==> src/rtl/instr_encoder.sv <==
// Packs instruction fields into 32-bit words, queues them in a 4-entry FIFO and
// streams them to instruction memory at consecutive word addresses.
module instr_encoder (
  input  logic        clk,
  input  logic        reset,
  input  logic        Start,
  input  logic [31:0] BaseAddr,
  input  logic        InValid,
  output logic        InReady,
  input  logic        InLast,
  input  logic [3:0]  Cond,
  input  logic [1:0]  Op,
  input  logic [5:0]  Funct,
  input  logic [3:0]  Rn,
  input  logic [3:0]  Rd,
  input  logic [11:0] Src2,
  input  logic [23:0] Imm24,
  output logic        MemWE,
  input  logic        MemReady,
  output logic [31:0] MemAddr,
  output logic [31:0] MemWD,
  output logic        Busy,
  output logic        Done,
  output logic        Err,
  output logic [15:0] WordCount
);

  typedef enum logic [1:0] {StIdle, StRun, StDrain, StDone} state_t;

  state_t      r_state;
  logic [31:0] r_fifo [4];
  logic [1:0]  r_rd_ptr;
  logic [1:0]  r_wr_ptr;
  logic [2:0]  r_count;
  logic [31:0] r_addr;
  logic [15:0] r_word_count;
  logic        r_err;

  logic        w_full;
  logic        w_empty;
  logic        w_xfer;
  logic        w_illegal;
  logic        w_push;
  logic        w_pop;
  logic [31:0] w_word;

  assign w_full    = (r_count == 3'd4);
  assign w_empty   = (r_count == 3'd0);
  assign InReady   = (r_state == StRun) && !w_full;
  assign w_xfer    = InValid && InReady;
  assign w_illegal = (Op == 2'b11);
  assign w_push    = w_xfer && !w_illegal;
  assign MemWE     = !w_empty && ((r_state == StRun) || (r_state == StDrain));
  assign w_pop     = MemWE && MemReady;

  // Branches carry only the top two Funct bits ahead of the 24-bit offset.
  always_comb begin
    w_word = {Cond, Op, Funct, Rn, Rd, Src2};
    if (Op == 2'b10) begin
      w_word = {Cond, 2'b10, Funct[5:4], Imm24};
    end
  end

  assign MemWD     = w_empty ? 32'd0 : r_fifo[r_rd_ptr];
  assign MemAddr   = r_addr;
  assign WordCount = r_word_count;
  assign Err       = r_err;
  assign Busy      = (r_state != StIdle);
  assign Done      = (r_state == StDone);

  always_ff @(posedge clk or posedge reset) begin
    if (reset) begin
      r_state      <= StIdle;
      r_rd_ptr     <= 2'd0;
      r_wr_ptr     <= 2'd0;
      r_count      <= 3'd0;
      r_addr       <= 32'd0;
      r_word_count <= 16'd0;
      r_err        <= 1'b0;
      for (int i = 0; i < 4; i++) begin
        r_fifo[i] <= 32'd0;
      end
    end else begin
      if (w_push) begin
        r_fifo[r_wr_ptr] <= w_word;
        r_wr_ptr         <= r_wr_ptr + 2'd1;
      end
      if (w_pop) begin
        r_rd_ptr     <= r_rd_ptr + 2'd1;
        r_addr       <= r_addr + 32'd4;
        r_word_count <= r_word_count + 16'd1;
      end
      case ({w_push, w_pop})
        2'b10:   r_count <= r_count + 3'd1;
        2'b01:   r_count <= r_count - 3'd1;
        default: r_count <= r_count;
      endcase
      if (w_xfer && w_illegal) begin
        r_err <= 1'b1;
      end

      unique case (r_state)
        StIdle: begin
          if (Start) begin
            r_state      <= StRun;
            r_addr       <= {BaseAddr[31:2], 2'b00};
            r_word_count <= 16'd0;
            r_err        <= 1'b0;
          end
        end
        StRun: begin
          if (w_xfer && InLast) begin
            r_state <= StDrain;
          end
        end
        StDrain: begin
          if (w_empty || ((r_count == 3'd1) && w_pop)) begin
            r_state <= StDone;
          end
        end
        StDone:  r_state <= StIdle;
        default: r_state <= StIdle;
      endcase
    end
  end

endmodule

==> config.mk <==
export PLATFORM = sky130hd
export DESIGN_NAME = instr_encoder
export DESIGN_NICKNAME = d
export VERILOG_FILES = /design/src/rtl/instr_encoder.sv
export SDC_FILE = /design/constraint.sdc
export NUM_CORES = 1
export LEC_CHECK = 0
export CAP_MARGIN = 10
export CORE_UTILIZATION = 55
export CTS_BUF_LIST = sky130_fd_sc_hd__clkbuf_4 sky130_fd_sc_hd__clkbuf_8
export DETAILED_ROUTE_END_ITERATION = 10
export HOLD_SLACK_MARGIN = 0.02
export PLACE_DENSITY = 0.94
export SYNTH_ARGS = -nofsm -noshare
export SYNTH_HDL_FRONTEND = slang
export SYNTH_SLANG_ARGS = --single-unit
==> constraint.sdc <==
create_clock -name clk -period 13.2 [get_ports clk]
set_clock_uncertainty 0.2 [all_clocks]
set_input_delay 1.32 -clock clk [delete_from_list [all_inputs] [get_ports clk]]
set_output_delay 1.32 -clock clk [all_outputs]
set_load 0.03 [all_outputs]
# Word level (Yosys, flattened, before mapping)
# Index checks and enable logic that the tools add are counted.
# Widths: inputs -> output; s select.
word_totals:
  reg_bits: 186
  output_inout_bits: 85
  input_bits: 94
op_classes:
  muxes: 22
  bitwise: 2
  n_reduce_logical: 19
  order_cmp: 3
  add_sub_neg: 6
  n_eq_ne: 12
ops:
  columns: ["cell", "count"]
  rows:
  - ["$mux 32", 7]
  - ["$bwmux 128", 1]
  - ["$bmux 32 s2", 1]
  - ["$demux 32 s2", 1]
  - ["$mux 16", 3]
  - ["$add 32x3->32 const B", 1]
  - ["$mux 28", 1]
  - ["$add 16x1->16 const B", 1]
  - ["$eq 2x2->1 const B", 5]
  - ["$logic_and 1x1->1", 9]
  - ["$pmux 2 s4", 1]
  - ["$ge 3x3->1 const B", 2]
  - ["$mux 2", 3]
  - ["$not 2->3", 2]
  - ["$pmux 3 s2", 1]
  - ["$add 2x1->2 const B", 2]
  - ["$eq 2x1->1 const B", 2]
  - ["$ne 2x1->1 const B", 2]
  - ["$reduce_bool 2->1", 2]
  - ["$add 3x1->3 const B", 1]
  - ["$eq 3x1->1 const B", 1]
  - ["$eq 3x3->1 const B", 1]
  - ["$logic_not 1->1", 3]
  - ["$logic_not 3->1", 1]
  - ["7 further kinds", 10]

# Logic depth before layout (Yosys ltp)
# Gate-level depths: netlist (run 1).
depth:
  word_depth: 8
  depth_mapped: 10
  depth_no_buf: 9

# Worst setup path before layout (run 1)
# OpenSTA, ideal clock, no wires.
synth_timing:
  kind: "register to output"
  start: "register r_count[0]"
  end: "output MemWD[10]"
  arrival_time_ns: 1.739
  stages_incl_launch_ff: 7
  setup_slack_ns: 9.941
  cell_sequence: "dfrtp_1 -> inv_1 -> ha_1 -> nor2b_1 -> buf_2 -> clkbuf_1 -> nor2b_1"
synth_between:
  elab_chain_cells: 2
synth_rtl:
  columns: ["item", "line", "rtl"]
  rows:
  - ["start, declared", "34", "logic [2:0] r_count;"]
  - ["start signal, assigned", "94", "2'b10: r_count <= r_count + 3'd1;"]
  - ["start signal, assigned", "95", "2'b01: r_count <= r_count - 3'd1;"]
  - ["start signal, assigned", "96", "default: r_count <= r_count;"]
  - ["$logic_not 3->1", "48", "assign w_empty = (r_count == 3'd0);"]
  - ["$mux 32", "64", "assign MemWD = w_empty ? 32'd0 : r_fifo[r_rd_ptr];"]
  - ["end, declared", "21", "output logic [31:0] MemWD,"]
# No other way between the ends.

# Final worst setup path (run 1)
layout_timing:
  start: "register r_rd_ptr[1]"
  end: "output MemWD[21]"
layout_between:
  elab_chain_cells: 5
layout_rtl:
  columns: ["item", "line", "rtl"]
  rows:
  - ["start, declared", "32", "logic [1:0] r_rd_ptr;"]
  - ["start signal, assigned", "89", "r_rd_ptr <= r_rd_ptr + 2'd1;"]
  - ["$not 2->3 (implied by the code)", "64", null]
  - ["$bmux 32 s2", "64", null]
  - ["$mux 32 (implied by the code) (2 in a row)", "64", null]
  - ["$mux 32", "64", null]
# No other way between the ends. The select of a mux whose other input is x is not followed.

==> results of run 1 <==
## metrics by stage
step                power (uW)  worst slack (ns)  hold WS (ns)  std cells
floorplan                 1860              6.68         0.245        819
global placement          2290              9.20         0.256       1160
detailed placement        2350              9.15         0.265       1160
CTS                       2690              8.75         0.285       1189
global route              2840              8.62         0.312       1189
finish                    2670              8.79         0.284       1189
## worst register-to-register path: cells and delay by family, from the launching register on
kind | cells | cell delay (ns)
compound gates | 1 | 0.22
simple gates | 2 | 1.14
buf+inv | 1 | 0.08
fa+ha+maj | 1 | 0.25
flops | 1 | 0.42
mux | 1 | 0.56
## routing by layer
| layer | part of all wire [%] | vias to the layer above | wire length (um) | global-route usage (%) |
|---|---|---|---|---|
| met5 | 0 | - | 0 | 0 |
| met1 | 41 | 3326 | 8230 | 32.2 |
| li1 | - | 3098 | - | - |
| met3 | 4.8 | 41 | 969 | 4.21 |
| met4 | 2.9 | 0 | 593 | 11.6 |
| met2 | 52 | 214 | 10400 | 44.0 |
## power breakdown
| part | internal, uW | total [uW] | leakage (uW) | switching, uW |
|---|---|---|---|---|
| sequential | 810 | 986 | 0.00233 | 177 |
| combinational | 626 | 1350 | 0.00221 | 729 |
| clock | 138 | 334 | 0.000175 | 195 |
## sequential cells by signal, summed over array words and instances (netlist names)
| signal | cells |
|---|---|
| r_fifo | 128 |
| MemAddr | 30 |
| WordCount | 16 |
| r_count | 3 |
| r_rd_ptr | 2 |
| r_state | 2 |
| r_wr_ptr | 2 |
| Err | 1 |
## synth_stat cells
library cell and instances:
nor2_1 23, xnor2_1 17, nor3_2 2, nand4_1 13, buf_2 22, nand2_1 150, a21oi_1 7, nand4bb_4 1
o21ai_1 3, conb_1 1, nor2_2 1, buf_4 4, a41oi_1 1, nor3_1 5, ha_1 16, nor4_1 2
xor2_1 29, dfrtp_1 184, and2_1 1, mux2i_1 26, a2bb2oi_1 1, o21ai_0 128, a31oi_1 3, or3_1 4
and3_1 8, nor4_4 2, nand3b_1 1, nand3_2 2, nor2b_1 35, nand3_1 16, a21boi_2 1, clkbuf_1 28
mux4_2 32, and4_1 2, nand4_2 1, mux2_2 32, inv_1 12, nand4b_1 1, a31o_2 1
## final cells by class
cell class,count,share of cell area (%)
clock inverters,10,0.666
clock buffers,19,2.36
inverters,12,0.452
multi-input cells,569,36.4
repair buffers,179,16.1
flip-flops and latches,184,41.6
well taps,216,2.44
## final timing paths
check	to	slack, ns
setup / recovery	MemWD[21]	8.79
hold / removal	r_fifo[110]$_DFFE_PP0P_	0.28
setup reg to reg	r_fifo[120]$_DFFE_PP0P_	10.21
hold reg to reg	r_fifo[110]$_DFFE_PP0P_	0.28
max in group asynchronous	r_rd_ptr[0]$_DFFE_PP0N_	9.91
min in group asynchronous	r_fifo[120]$_DFFE_PP0P_	1.26
## kinds of logic after synthesis
| kind of cell | count (synthesis) | share of synthesized area [%] |
|---|---|---|
| and+or+nand+nor | 270 | 14.7 |
| AOI/OAI and AO/OA | 145 | 8.39 |
| DFF | 184 | 51.7 |
| adders and majority gates | 16 | 2.25 |
| muxes | 90 | 15.1 |
| buffers and inverters | 66 | 3.26 |
| other | 1 | 0.0421 |
| xor gates and xnor gates | 46 | 4.53 |
==> impl_metrics.json, run 1 <==
{
  "post_cts_buffers": 0,
  "holdCritStartpoint": "r_fifo[110]$_DFFE_PP0P_",
  "port_buffers": 174,
  "worstPathMaxFanout": 17,
  "postCtsResizedCells": 0,
  "drc_errors": 0,
  "drt_first_pass_iters": 5,
  "synthCells": 818,
  "cts.path.max_buffers": 2,
  "crit_buf_inv": 2,
  "die_w_um": 129,
  "final_cell_mix": "183 x dfrtp_1, 174 x clkdlybuf4s50_1, 146 x nand2_1",
  "cts-root-buf": "clkbuf_8",
  "p_leak_uw": 0.00471,
  "coreArea_sq_um": 15800,
  "ir_drop_mv": 0.172,
  "ys_ff_latch": 184,
  "clk_latency_ns": 0.46,
  "final_util_pct": 70.0,
  "hold_buffers": 0,
  "cts_tree": "yes",
  "critical-path-slowest-cell": "dfrtp_1",
  "endpoint_kind": "output port",
  "avgSynthCellArea_sq_um": 10.9,
  "initial_core_util_pct": 56.2,
  "fin_tns_setup_ns": 0,
  "p_per_area_nw_per_um2": 241,
  "crit_cells": 4,
  "overflow": 0,
  "crit_type": "reg -> out",
  "ff2ff_path_depth": 6,
  "regArea_sq_um": 4610,
  "via_per_inst": 5.62,
  "synth_area_sq_um": 8900,
  "hold_violations": 0,
  "cp.required_ns": 11.68,
  "grt_pass1_vias": 6795,
  "critical_path_arrival_ns": 2.89,
  "yosysWarnings": 0,
  "gp_congestion": 0.805,
  "die-area_sq_um": 16700,
  "nets": 1073,
  "grt_pass1_wl_um": 33000,
  "synth_top_area_share_pct": 51.7,
  "vias": 6679,
  "startpoint": "r_rd_ptr[1]$_DFFE_PP0N_",
  "drv_slew": 0,
  "pin_count": 179,
  "cts-htree-levels": 4,
  "slowest_delay_ns": 0.87,
  "final_area_sq_um": 11100,
  "drt-total-wl_um": 20200,
  "grt_max_degree": 106,
  "tightest_slew_ns": 1.14,
  "n_antenna_cell": 0,
  "crit_family": "buffers and inverters",
  "dp_hpwl_um": 13400,
  "synth_top_area_cell": "dfrtp_1",
  "layout-drive-gt1-share_pct": 12.1,
  "layout_min_cycle_time_ns": 4.41,
  "fillCellCount": 1072,
  "syn_to_final_growth_pct": 24.4,
  "multi_input_area_sq_um": 4040,
  "drt_iter0_drc": 511,
  "rows": 46,
  "numCtsBuffers": 17,
  "max_freq_mhz": 227,
  "path_clk_slew_ns": 0.09,
  "final.period_utilization_pct": 33.4,
  "grt_setup_unrepaired": "no",
  "cp_cell_sequence": "buf_4, mux4_2, nor2b_1, clkdlybuf4s50_1",
  "cts_num_sinks": 184,
  "ant_nets": 0,
  "die_y_um": 129,
  "min_delay_path_depth": 2,
  "dpl_cell_area_sq_um": 10700,
  "antenna_found_initial": 0,
  "synthTopCellsByArea": "dfrtp_1 52%, mux4_2 8.1%, o21ai_0 7.2%",
  "start_kind": "flop",
  "grt_use_total_pct": 25.7,
  "final_common_cell": "dfrtp_1",
  "slew_headroom_pct": 23.8,
  "status": "finished, final reports clean",
  "ys_seq_area_share_pct": 51.7,
  "synth.distinct_cells": 39,
  "detail_route.wl_per_cell_um": 17.0,
  "min_path_type": "reg -> reg",
  "maxCapViolCount": 0,
  "r2r-start": "r_count[0]$_DFFE_PP0P_",
  "finalSetupViolCount": 0
}
Note: power is estimated with default switching activity, not from simulation.
==> run 2, diff against run 1 <==
Settings changed: CORE_UTILIZATION 55 to 48, PLACE_DENSITY 0.94 to 0.87.
Clock period 13.2 ns to 3.9 ns, I/O delays scaled along.
==> run 2 against run 1 <==
Against the previous run: highest routed layer unchanged; via count down 0.93%; the flow now finishes with violations (design-rule violations); flip-flop and latch count is the same; count of clock-buffer cells in the layout fell by 2; largest power group unchanged; core utilization down 7.3 points.
==> impl_metrics.json, run 2 (synthesis gave the netlist of run 1 again) <==
{
  "violations": "design-rule violations",
  "via_per_inst": 5.44,
  "nets": 1084,
  "p_per_area_nw_per_um2": 820,
  "cts-htree-levels": 4,
  "die_w_um": 138,
  "overflow": 0,
  "drt_iter0_drc": 465,
  "cp_cell_sequence": "inv_1, ha_1, nor2b_4, buf_4, nor2b_1, clkdlybuf4s50_1",
  "die_y_um": 138,
  "slowest_delay_ns": 0.75,
  "clockPowerShare_pct": 14.7,
  "crit_end": "MemWD[6]",
  "tightest_slew_ns": 1.00,
  "layout_min_cycle_time_ns": 3.58,
  "hold_violations": 0,
  "postCtsResizedCells": 0,
  "n_antenna_cell": 0,
  "port_buffers": 174,
  "seqPwrFrac_pct": 35.9,
  "numCtsBuffers": 17,
  "startpoint": "r_count[0]$_DFFE_PP0P_",
  "final_cell_mix": "183 x dfrtp_1, 174 x clkdlybuf4s50_1, 146 x nand2_1",
  "antenna_found_initial": 0,
  "grt_setup_unrepaired": "no",
  "finalSetupViolCount": 0,
  "drt-total-wl_um": 20400,
  "max_freq_mhz": 279,
  "fin_tns_setup_ns": 0,
  "grt.met2_usage_pct": 38.8,
  "p_int_uw": 5400,
  "swShare_pct": 41.8,
  "grt_max_degree": 109,
  "cp.required_ns": 3.31,
  "gp_congestion": 0.824,
  "ff2ff_path_depth": 8,
  "r2r_slack_ns": 0.99,
  "pin_count": 179,
  "grtUsageMet3_pct": 3.95,
  "grt_use_met1_pct": 27.7,
  "grt_pass1_vias": 6851,
  "drc_errors": 12,
  "combPwrFrac_pct": 49.4,
  "path_clk_slew_ns": 0.12,
  "syn_to_final_growth_pct": 27.4,
  "slew_headroom_pct": 32.8,
  "status": "finished with violations",
  "cts_tree": "yes",
  "grt_most_used_layer": "met2",
  "min_path_type": "in -> async",
  "hold_buffers": 0,
  "clk_latency_ns": 0.49,
  "dp_hpwl_um": 14100,
  "cts-root-buf": "clkbuf_8",
  "initial_core_util_pct": 49.2,
  "final_util_pct": 62.7,
  "critical_path_arrival_ns": 2.99,
  "p_leak_uw": 0.00482,
  "grt_pass1_wl_um": 34000,
  "top_register": "r_fifo",
  "start_kind": "flop",
  "post_cts_buffers": 0,
  "critical-path-slowest-cell": "nor2b_4",
  "rr_endpoint": "r_fifo[67]$_DFFE_PP0P_",
  "worstPathMaxFanout": 28,
  "die-area_sq_um": 19100,
  "endpoint_kind": "output port",
  "coreArea_sq_um": 18100,
  "vias": 6617,
  "fillCellCount": 1385,
  "grt_use_total_pct": 22.5,
  "drv_slew": 0,
  "drt_first_pass_iters": 8,
  "switching_power_uw": 3890,
  "layout-drive-gt1-share_pct": 13.4,
  "rows": 49,
  "final_common_cell": "dfrtp_1",
  "largest_reg_flops": 128,
  "cts_num_sinks": 184,
  "detail_route.wl_per_cell_um": 16.8,
  "crit_type": "reg -> out",
  "ant_nets": 0,
  "ir_drop_mv": 0.561,
  "final.period_utilization_pct": 91.8,
  "cts.path.max_buffers": 2,
  "r2r-start": "r_state[1]$_DFFE_PP0P_",
  "maxCapViolCount": 0
}
## run 2: cell count changes in the layout (fill, tap and decap cells not counted), sizes merged
cell / change
inv: +5
buf: +11
clkbuf: -2
## run 2: final cells by class
type	count	area [sq um]	share of cell area (%)
flip-flops and latches	184	4610	40.6
inverters	12	48.8	0.430
repair buffers	190	1910	16.9
well taps	229	287	2.53
clock buffers	17	234	2.06
multi-input cells	569	4040	35.6
clock inverters	15	214	1.89
## run 2: per-layer routing
layer | wire length (um) | part of all wire (%)
met1 | 8570 | 42
met2 | 10400 | 51
met3 | 794 | 3.9
met4 | 601 | 2.9
met5 | 0 | 0
## run 2: how the worst min path moves through the flow
stage | from | to | slack, ns | depth (start not counted)
global route | reset | WordCount[15]$_DFF_PP0_ | 0.10 | 2
detailed placement | r_fifo[47]$_DFFE_PP0P_ | r_fifo[47]$_DFFE_PP0P_ | 0.27 | 2
CTS | reset | MemAddr[14]$_DFF_PP0_ | 0.08 | 2
floorplan | r_fifo[32]$_DFFE_PP0P_ | r_fifo[32]$_DFFE_PP0P_ | 0.24 | 2
global placement | r_fifo[47]$_DFFE_PP0P_ | r_fifo[47]$_DFFE_PP0P_ | 0.26 | 2
finish | reset | MemAddr[16]$_DFF_PP0_ | 0.09 | 2
## run 2: metrics by stage
stage / hold slack, ns / instance area [sq um] / std cells / total power [uW] / setup WS [ns]
2_1_floorplan: 0.245 / 8910 / 819 / 6280 / 0.945
3_3_place_gp: 0.256 / 10900 / 1184 / 7800 / 0.906
3_5_place_dp: 0.266 / 10900 / 1184 / 7990 / 0.835
4_1_cts: 0.0797 / 11300 / 1216 / 9360 / 0.265
5_1_grt: 0.104 / 11300 / 1216 / 9840 / 0.165
6_report: 0.0895 / 11300 / 1216 / 9290 / 0.320
## run 2: critical path: cells and delay by family (launching register included)
kind	cells	cell delay, ns
DFF	1	0.44
and+or+nand+nor	2	0.82
buffers and inverters	3	1.03
adders and majority gates	1	0.21
## run 2: power groups by stage
| stage | Clock, uW | Combinational (uW) | Sequential [uW] |
|---|---|---|---|
| floorplan | 0 | 2790 | 3490 |
| global placement | 0 | 4500 | 3300 |
| detailed placement | 0 | 4620 | 3370 |
| CTS | 1390 | 4640 | 3330 |
| global route | 1470 | 4920 | 3450 |
| finish | 1360 | 4590 | 3340 |
